[src/rtl/act_pkg.sv]
// -----------------------------------------------------------------------------
// act_pkg
// Shared definitions for the multi-lane activation pipeline (act_pipe) and its
// per-lane datapath (act_lane).
//   act_mode_e     : runtime activation select carried with every beat
//   ACT_MODES      : number of activation modes
//   ACT_*_DEF      : default lane count and widths used by the modules
// -----------------------------------------------------------------------------
package act_pkg;

    typedef enum logic [1:0] {
        RELU = 2'd0,
        CLIP = 2'd1,
        HSIG = 2'd2,
        SAT  = 2'd3
    } act_mode_e;

    localparam int ACT_MODES     = 4;
    localparam int ACT_CH_DEF    = 4;
    localparam int ACT_IWID_DEF  = 14;
    localparam int ACT_OWID_DEF  = 10;
    localparam int ACT_SHIFT_DEF = 2;
    localparam int ACT_CWID_DEF  = 16;

endpackage

[src/rtl/act_lane.sv]
// -----------------------------------------------------------------------------
// act_lane
// Purely combinational single-lane clamp stage. The lane value arrives already
// arithmetically shifted (x >>> SHIFT, width IWID-SHIFT); this block applies the
// selected activation and saturation.
// Ports:
//   i_s      in  IWID-SHIFT  shifted lane value, signed
//   i_mode   in  2           activation mode (act_mode_e)
//   i_cap    in  OWID        clip ceiling for CLIP mode, unsigned
//   o_y      out OWID        activated value (unsigned for RELU/CLIP/HSIG,
//                            two's complement for SAT)
//   o_upper  out 1           lane was clamped at its upper bound (SAT: either)
// -----------------------------------------------------------------------------
module act_lane
    import act_pkg::*;
#(
    parameter int IWID  = ACT_IWID_DEF,
    parameter int OWID  = ACT_OWID_DEF,
    parameter int SHIFT = ACT_SHIFT_DEF
) (
    input  logic [IWID-SHIFT-1:0]          i_s,
    input  logic [$clog2(ACT_MODES)-1:0]   i_mode,
    input  logic [OWID-1:0]                i_cap,
    output logic [OWID-1:0]                o_y,
    output logic                           o_upper
);

    localparam int SW = IWID - SHIFT;
    // Working width: wide enough for the shifted value, the output range and
    // the HSIG offset addition, so no comparison or sum can wrap.
    localparam int CW = ((SW > OWID) ? SW : OWID) + 2;

    localparam logic signed [CW-1:0] L_UMAX = CW'((2 ** OWID) - 1);
    localparam logic signed [CW-1:0] L_HALF = CW'(2 ** (OWID - 1));
    localparam logic signed [CW-1:0] L_SMAX = L_HALF - CW'(1);
    localparam logic signed [CW-1:0] L_SMIN = -L_HALF;

    logic signed [CW-1:0] w_s;
    logic signed [CW-1:0] w_h;
    logic signed [CW-1:0] w_cap;

    assign w_s   = CW'($signed(i_s));
    assign w_h   = w_s + L_HALF;
    assign w_cap = $signed({{(CW-OWID){1'b0}}, i_cap});

    always_comb begin
        o_y     = '0;
        o_upper = 1'b0;
        case (act_mode_e'(i_mode))
            RELU: begin
                if (w_s > L_UMAX) begin
                    o_y     = L_UMAX[OWID-1:0];
                    o_upper = 1'b1;
                end else if (w_s[CW-1]) begin
                    o_y = '0;
                end else begin
                    o_y = w_s[OWID-1:0];
                end
            end
            CLIP: begin
                // A zero ceiling makes every positive value an upper clamp to 0.
                if (w_s > w_cap) begin
                    o_y     = i_cap;
                    o_upper = 1'b1;
                end else if (w_s[CW-1]) begin
                    o_y = '0;
                end else begin
                    o_y = w_s[OWID-1:0];
                end
            end
            HSIG: begin
                if (w_h > L_UMAX) begin
                    o_y     = L_UMAX[OWID-1:0];
                    o_upper = 1'b1;
                end else if (w_h[CW-1]) begin
                    o_y = '0;
                end else begin
                    o_y = w_h[OWID-1:0];
                end
            end
            SAT: begin
                // Symmetric saturation: both rails count as a clamp event.
                if (w_s > L_SMAX) begin
                    o_y     = L_SMAX[OWID-1:0];
                    o_upper = 1'b1;
                end else if (w_s < L_SMIN) begin
                    o_y     = L_SMIN[OWID-1:0];
                    o_upper = 1'b1;
                end else begin
                    o_y = w_s[OWID-1:0];
                end
            end
            default: begin
                o_y     = '0;
                o_upper = 1'b0;
            end
        endcase
    end

endmodule

[src/rtl/act_pipe.sv]
// -----------------------------------------------------------------------------
// act_pipe
// CH-lane, two-stage activation pipeline with valid/ready back-pressure.
//   S1 registers the shifted lanes together with the beat's mode and cap.
//   S2 registers the clamped lanes (CH act_lane instances between S1 and S2).
// Latency is two cycles; throughput one beat per cycle while out_ready is high.
// Optional build macro ACT_SAT_CNT_EN adds a saturating clamp-event counter.
// Ports:
//   clk, rst_n   clock, asynchronous active-low reset
//   in_valid     in   beat valid            in_ready  out  beat can be accepted
//   in_data      in   CH*IWID lanes, lane 0 in LSBs
//   in_mode      in   activation mode, travels with the beat
//   in_cap       in   CLIP ceiling, travels with the beat
//   out_valid    out  output beat valid     out_ready in   downstream accepts
//   out_data     out  CH*OWID activated lanes, lane 0 in LSBs
//   sat_cnt      out  clamp-event counter (0 unless ACT_SAT_CNT_EN)
//   sat_clr      in   synchronous counter clear (ignored unless ACT_SAT_CNT_EN)
// -----------------------------------------------------------------------------
module act_pipe
    import act_pkg::*;
#(
    parameter int CH    = ACT_CH_DEF,
    parameter int IWID  = ACT_IWID_DEF,
    parameter int OWID  = ACT_OWID_DEF,
    parameter int SHIFT = ACT_SHIFT_DEF,
    parameter int CWID  = ACT_CWID_DEF
) (
    input  logic                 clk,
    input  logic                 rst_n,
    input  logic                 in_valid,
    output logic                 in_ready,
    input  logic [CH*IWID-1:0]   in_data,
    input  logic [1:0]           in_mode,
    input  logic [OWID-1:0]      in_cap,
    output logic                 out_valid,
    input  logic                 out_ready,
    output logic [CH*OWID-1:0]   out_data,
    output logic [CWID-1:0]      sat_cnt,
    input  logic                 sat_clr
);

    localparam int SW = IWID - SHIFT;

    logic                r_s1_valid;
    logic [CH*SW-1:0]    r_s1_s;
    logic [1:0]          r_s1_mode;
    logic [OWID-1:0]     r_s1_cap;

    logic                r_s2_valid;
    logic [CH*OWID-1:0]  r_s2_y;

    logic                w_s2_adv;
    logic                w_in_fire;
    logic [CH*SW-1:0]    w_s_all;
    logic [CH*OWID-1:0]  w_y_all;
    logic [CH-1:0]       w_upper;

    // The shifted-out LSBs never reach the datapath.
    logic [CH*IWID-1:0]  w_unused_in;
    assign w_unused_in = in_data;

    assign w_s2_adv  = !r_s2_valid | out_ready;
    assign in_ready  = !r_s1_valid | w_s2_adv;
    assign w_in_fire = in_valid & in_ready;
    assign out_valid = r_s2_valid;
    assign out_data  = r_s2_y;

    genvar gi;
    generate
        for (gi = 0; gi < CH; gi++) begin : g_lane
            // x >>> SHIFT truncated to IWID-SHIFT bits is exactly the top bits of x.
            assign w_s_all[gi*SW +: SW] = in_data[gi*IWID + SHIFT +: SW];

            act_lane #(
                .IWID  (IWID),
                .OWID  (OWID),
                .SHIFT (SHIFT)
            ) u_lane (
                .i_s     (r_s1_s[gi*SW +: SW]),
                .i_mode  (r_s1_mode),
                .i_cap   (r_s1_cap),
                .o_y     (w_y_all[gi*OWID +: OWID]),
                .o_upper (w_upper[gi])
            );
        end
    endgenerate

    // Stage 1: loads whenever it is empty or its content moves into S2.
    always_ff @(posedge clk or negedge rst_n) begin
        if (!rst_n) begin
            r_s1_valid <= 1'b0;
            r_s1_s     <= '0;
            r_s1_mode  <= '0;
            r_s1_cap   <= '0;
        end else if (in_ready) begin
            r_s1_valid <= in_valid;
            if (w_in_fire) begin
                r_s1_s    <= w_s_all;
                r_s1_mode <= in_mode;
                r_s1_cap  <= in_cap;
            end
        end
    end

    // Stage 2: holds its beat until the downstream handshake completes.
    always_ff @(posedge clk or negedge rst_n) begin
        if (!rst_n) begin
            r_s2_valid <= 1'b0;
            r_s2_y     <= '0;
        end else if (w_s2_adv) begin
            r_s2_valid <= r_s1_valid;
            if (r_s1_valid) begin
                r_s2_y <= w_y_all;
            end
        end
    end

`ifdef ACT_SAT_CNT_EN
    localparam int PW   = $clog2(CH + 1);
    localparam int SUMW = ((CWID > PW) ? CWID : PW) + 1;
    localparam logic [SUMW-1:0] L_CMAX = SUMW'({CWID{1'b1}});

    logic [CH-1:0]    r_s2_upper;
    logic [CWID-1:0]  r_sat_cnt;
    logic [SUMW-1:0]  w_pop;
    logic [SUMW-1:0]  w_sum;

    // Clamp flags ride alongside the S2 data so they are counted only when
    // that beat actually leaves the pipeline.
    always_ff @(posedge clk or negedge rst_n) begin
        if (!rst_n) begin
            r_s2_upper <= '0;
        end else if (w_s2_adv && r_s1_valid) begin
            r_s2_upper <= w_upper;
        end
    end

    always_comb begin
        w_pop = '0;
        for (int i = 0; i < CH; i++) begin
            w_pop = w_pop + SUMW'(r_s2_upper[i]);
        end
    end

    assign w_sum = SUMW'(r_sat_cnt) + w_pop;

    always_ff @(posedge clk or negedge rst_n) begin
        if (!rst_n) begin
            r_sat_cnt <= '0;
        end else if (sat_clr) begin
            r_sat_cnt <= '0;
        end else if (r_s2_valid && out_ready) begin
            r_sat_cnt <= (w_sum > L_CMAX) ? '1 : w_sum[CWID-1:0];
        end
    end

    assign sat_cnt = r_sat_cnt;
`else
    logic w_unused_cnt;
    assign w_unused_cnt = ^{sat_clr, w_upper};
    assign sat_cnt      = '0;
`endif

endmodule

[config.mk]
export PLATFORM = sky130hd
export DESIGN_NAME = act_pipe
export DESIGN_NICKNAME = d
export VERILOG_FILES = /design/src/rtl/act_pkg.sv /design/src/rtl/act_lane.sv /design/src/rtl/act_pipe.sv
export SDC_FILE = /design/constraint.sdc
export NUM_CORES = 1
export LEC_CHECK = 0
export BUFFER_PORTS_ARGS = -buffer_cell sky130_fd_sc_hd__buf_2
export CORE_MARGIN = 4
export CORE_UTILIZATION = 50
export DETAILED_ROUTE_END_ITERATION = 10
export PLACE_DENSITY_LB_ADDON = 0.2
export SLEW_MARGIN = 20
export SYNTH_ARGS = -nofsm -noshare
export SYNTH_HDL_FRONTEND = slang
export SYNTH_SLANG_ARGS = --single-unit
export TNS_END_PERCENT = 5
[constraint.sdc]
create_clock -name clk -period 2.9 [get_ports clk]
set_input_delay 0.435 -clock clk [delete_from_list [all_inputs] [get_ports clk]]
set_output_delay 0.435 -clock clk [all_outputs]
set_load 0.05 [all_outputs]
==> impl_metrics.json <==
{
  "crit_buf_inv": 2,
  "syn_to_final_growth_pct": 15.5,
  "p_per_area_nw_per_um2": 760,
  "drt_iter0_drc": 420,
  "synth_area_leader_cell": "dfrtp_1",
  "cts_inserted_buffers": 9,
  "synth_seq_cells": 102,
  "synth_flop_cell": "dfrtp_1",
  "vias": 5582,
  "synth_cell_types": 52,
  "switchingPower_uw": 2460,
  "synth_area_per_cell_um2": 9.60,
  "worstPathCellList": "inv_1, ha_1, nand4_1, or3_1, a211o_1, a21oi_2, buf_4, a221o_1, o221ai_1",
  "clock_sinks": 102,
  "total_power_uw": 5570,
  "overflow": 0,
  "netSwitchingFraction_pct": 44.2,
  "grt_max_degree": 54,
  "routedWlPerCell_um": 19.6,
  "rsz0062_at_grt": "false",
  "synthCells": 661,
  "ioPinCount": 131,
  "dieArea_um2": 14600,
  "final_area_um2": 7330,
  "crit_fanout": 8,
  "arrival_ps": 2750,
  "rows": 40,
  "grt_pass1_vias": 5695,
  "worstMarginPinSlew_ps": 742,
  "slew_headroom_pct": 50.6,
  "synth_edf_count": 0,
  "ant_nets": 0,
  "synth_top_cell_area_share_pct": 40.2,
  "slowest_stage": "or3_1",
  "core_um2": 12200,
  "cts.clk_slew.worst_paths_ps": 70,
  "intPower_uw": 3110,
  "pwr-share-comb_pct": 42.8,
  "cp.depth": 9,
  "drv_cap": 0,
  "die_w_um": 121,
  "finalHoldViolations": 0,
  "nNetsFinal": 878,
  "synth_area_um2": 6350,
  "gp_routability_congestion": 0.880,
  "async_reset_ff_share_pct": 100,
  "critical_path_class": "reg -> reg",
  "postCtsHoldBufs": 0,
  "grt_pass1_wl_mm": 29.4,
  "cts.path.max_buffers": 2,
  "outcome": "completed",
  "vdd_ir_drop_max_v": 0.000602,
  "synth_top_cells_by_area": "dfrtp_1 (40%), mux2_2 (11%), ha_1 (8.7%)",
  "clockPowerShare_pct": 20.9,
  "cts_tree": "built",
  "routed_wl_mm": 18.3,
  "cpPeakStageDelay_ps": 360,
  "layout-drive-gt1-share_pct": 29.5,
  "n_antenna_cell": 0,
  "cp-start-kind": "flip-flop",
  "period_share_pct": 87.0,
  "cp.required_ps": 3120,
  "routed_via_density": 5.98,
  "die_h_um": 121,
  "placement.cell_area_um2": 7050,
  "drc": 0,
  "seq_area_frac_synth_pct": 40.2,
  "port_buffers": 105,
  "start_util_pct": 52.0,
  "fin_setup_tns_ps": 0,
  "hpwl_mm": 12.9,
  "yosys.cell_count.top_type": "dfrtp_1",
  "track_usage_pct": 25.9,
  "power.leakage_uw": 0.00331,
  "setup_violations": 0,
  "max_freq_mhz": 396,
  "hold_ws_ps": 10.0,
  "slew_viol_final": 0,
  "h-tree-depth": 3,
  "post-route-util_pct": 60.0,
  "yosys_warnings": 0,
  "endpoint_kind": "flip-flop",
  "antenna_found_initial": 0,
  "crit_family": "compound AO/OA/AOI/OAI gates",
  "r2r_cells": 9,
  "clock-root-buffer": "clkbuf_16",
  "hp-class": "in -> async",
  "cts_setup_buffers": 0,
  "period_needed_ps": 2520,
  "pwr-share-seq_pct": 36.3,
  "clock_latency_ps": 360,
  "fin_skew_ps": 11.2,
  "first_pass_iters": 6,
  "cts_resized": 0,
  "synthTopCellsByCount": "dfrtp_1 (102), a21oi_1 (95), mux2_2 (64), ha_1 (44), nor2_1 (41)"
}
==> per-layer routing <==
metal | GRT usage, % | part of all wire, % | vias up
met4 | 8.92 | 2.2 | 0
met5 | 0 | 0 | -
met2 | 40.5 | 47 | 271
met3 | 6.41 | 8.4 | 30
li1 | - | - | 2614
met1 | 35.1 | 42 | 2667
==> metrics by stage <==
step / setup WS, ps / std cells
after floorplan: 455 / 676
after global placement: 459 / 918
after global routing: 202 / 933
after detailed placement: 421 / 918
after CTS: 399 / 933
final: 377 / 933
==> cell type report <==
| class | instances | area (um2) |
|---|---|---|
| clock inverter | 3 | 20.0 |
| tap | 168 | 210 |
| multi-input combinational | 495 | 3480 |
| clock buffer | 12 | 256 |
| timing repair buffer | 128 | 713 |
| inverter | 25 | 93.8 |
| fill | 1115 | 4880 |
| sequential | 102 | 2550 |
==> sequential cells by signal, summed over array words and instances (netlist names) <==
signal,cells
r_s1_cap,10
out_data,40
r_s1_s,48
out_valid,1
r_s1_mode,2
r_s1_valid,1
==> worst register-to-register path: stages (launching register included) <==
cell      delay [ps]
dfrtp_1          340
inv_1            120
ha_1             330
nand4_1           80
or3_1            360
a211o_1          300
a21oi_2          170
buf_4            150
a221o_1          350
o221ai_1         170
==> placed cells by master, fill, tap and decap left out, types with 2 or more instances in the layout <==
cell and count:
conb_1 16, a221o_1 2, nand3_1 38, a211o_1 4
a31oi_1 32, o221ai_1 8, nand2b_1 9, nand4_1 11
a21oi_2 2, inv_1 25, nand2_2 2, a2111o_1 2
nor2b_1 7, a211oi_1 3, a21o_1 6, nor3_1 8
a211oi_4 2, clkbuf_8 2, buf_4 23, buf_2 104
nand2_1 28, o21ai_0 18, nor2_1 41, clkinvlp_4 2
nor4_2 4, or3_1 4, or2_4 2, a21oi_1 95
o21ai_1 3, a22oi_1 12, o211a_1 2, ha_1 44
o211ai_1 8, dfrtp_1 102, clkbuf_16 9, mux2_2 64
==> power by group through the flow <==
stage	Clock [uW]	Sequential [uW]	Combinational, uW
3_3_place_gp	0	2030	2280
4_1_cts	1190	2020	2370
2_1_floorplan	0	2550	1170
6_report	1160	2020	2380
5_1_grt	1250	2060	2580
3_5_place_dp	0	2040	2360
==> path summary, 6_finish.rpt <==
check	slack (ps)	start	endpoint
max in group asynchronous	2240	rst_n	out_data[10]
worst max-delay path	380	r_s1_cap[7]	out_data[6]
worst max register to register	380	r_s1_cap[7]	out_data[6]
worst min-delay path	10	rst_n	r_s1_s[8]
min in group clk	300	in_valid	r_s1_valid
worst min register to register	540	out_data[0]	out_data[0]
==> cells by family (layout without fill, tap and decap cells) <==
logic type | after synthesis | in the layout | share of synthesized area (%)
flops | 102 | 102 | 40.2
mux | 65 | 65 | 11.6
compound gates | 206 | 206 | 20.3
fa+ha+maj | 44 | 44 | 8.68
simple gates | 163 | 163 | 13.1
other cells | 1 | 16 | 0.0591
buf+inv | 79 | 168 | 5.93
xor+xnor | 1 | 1 | 0.138
(Power assumes the default switching activity.)
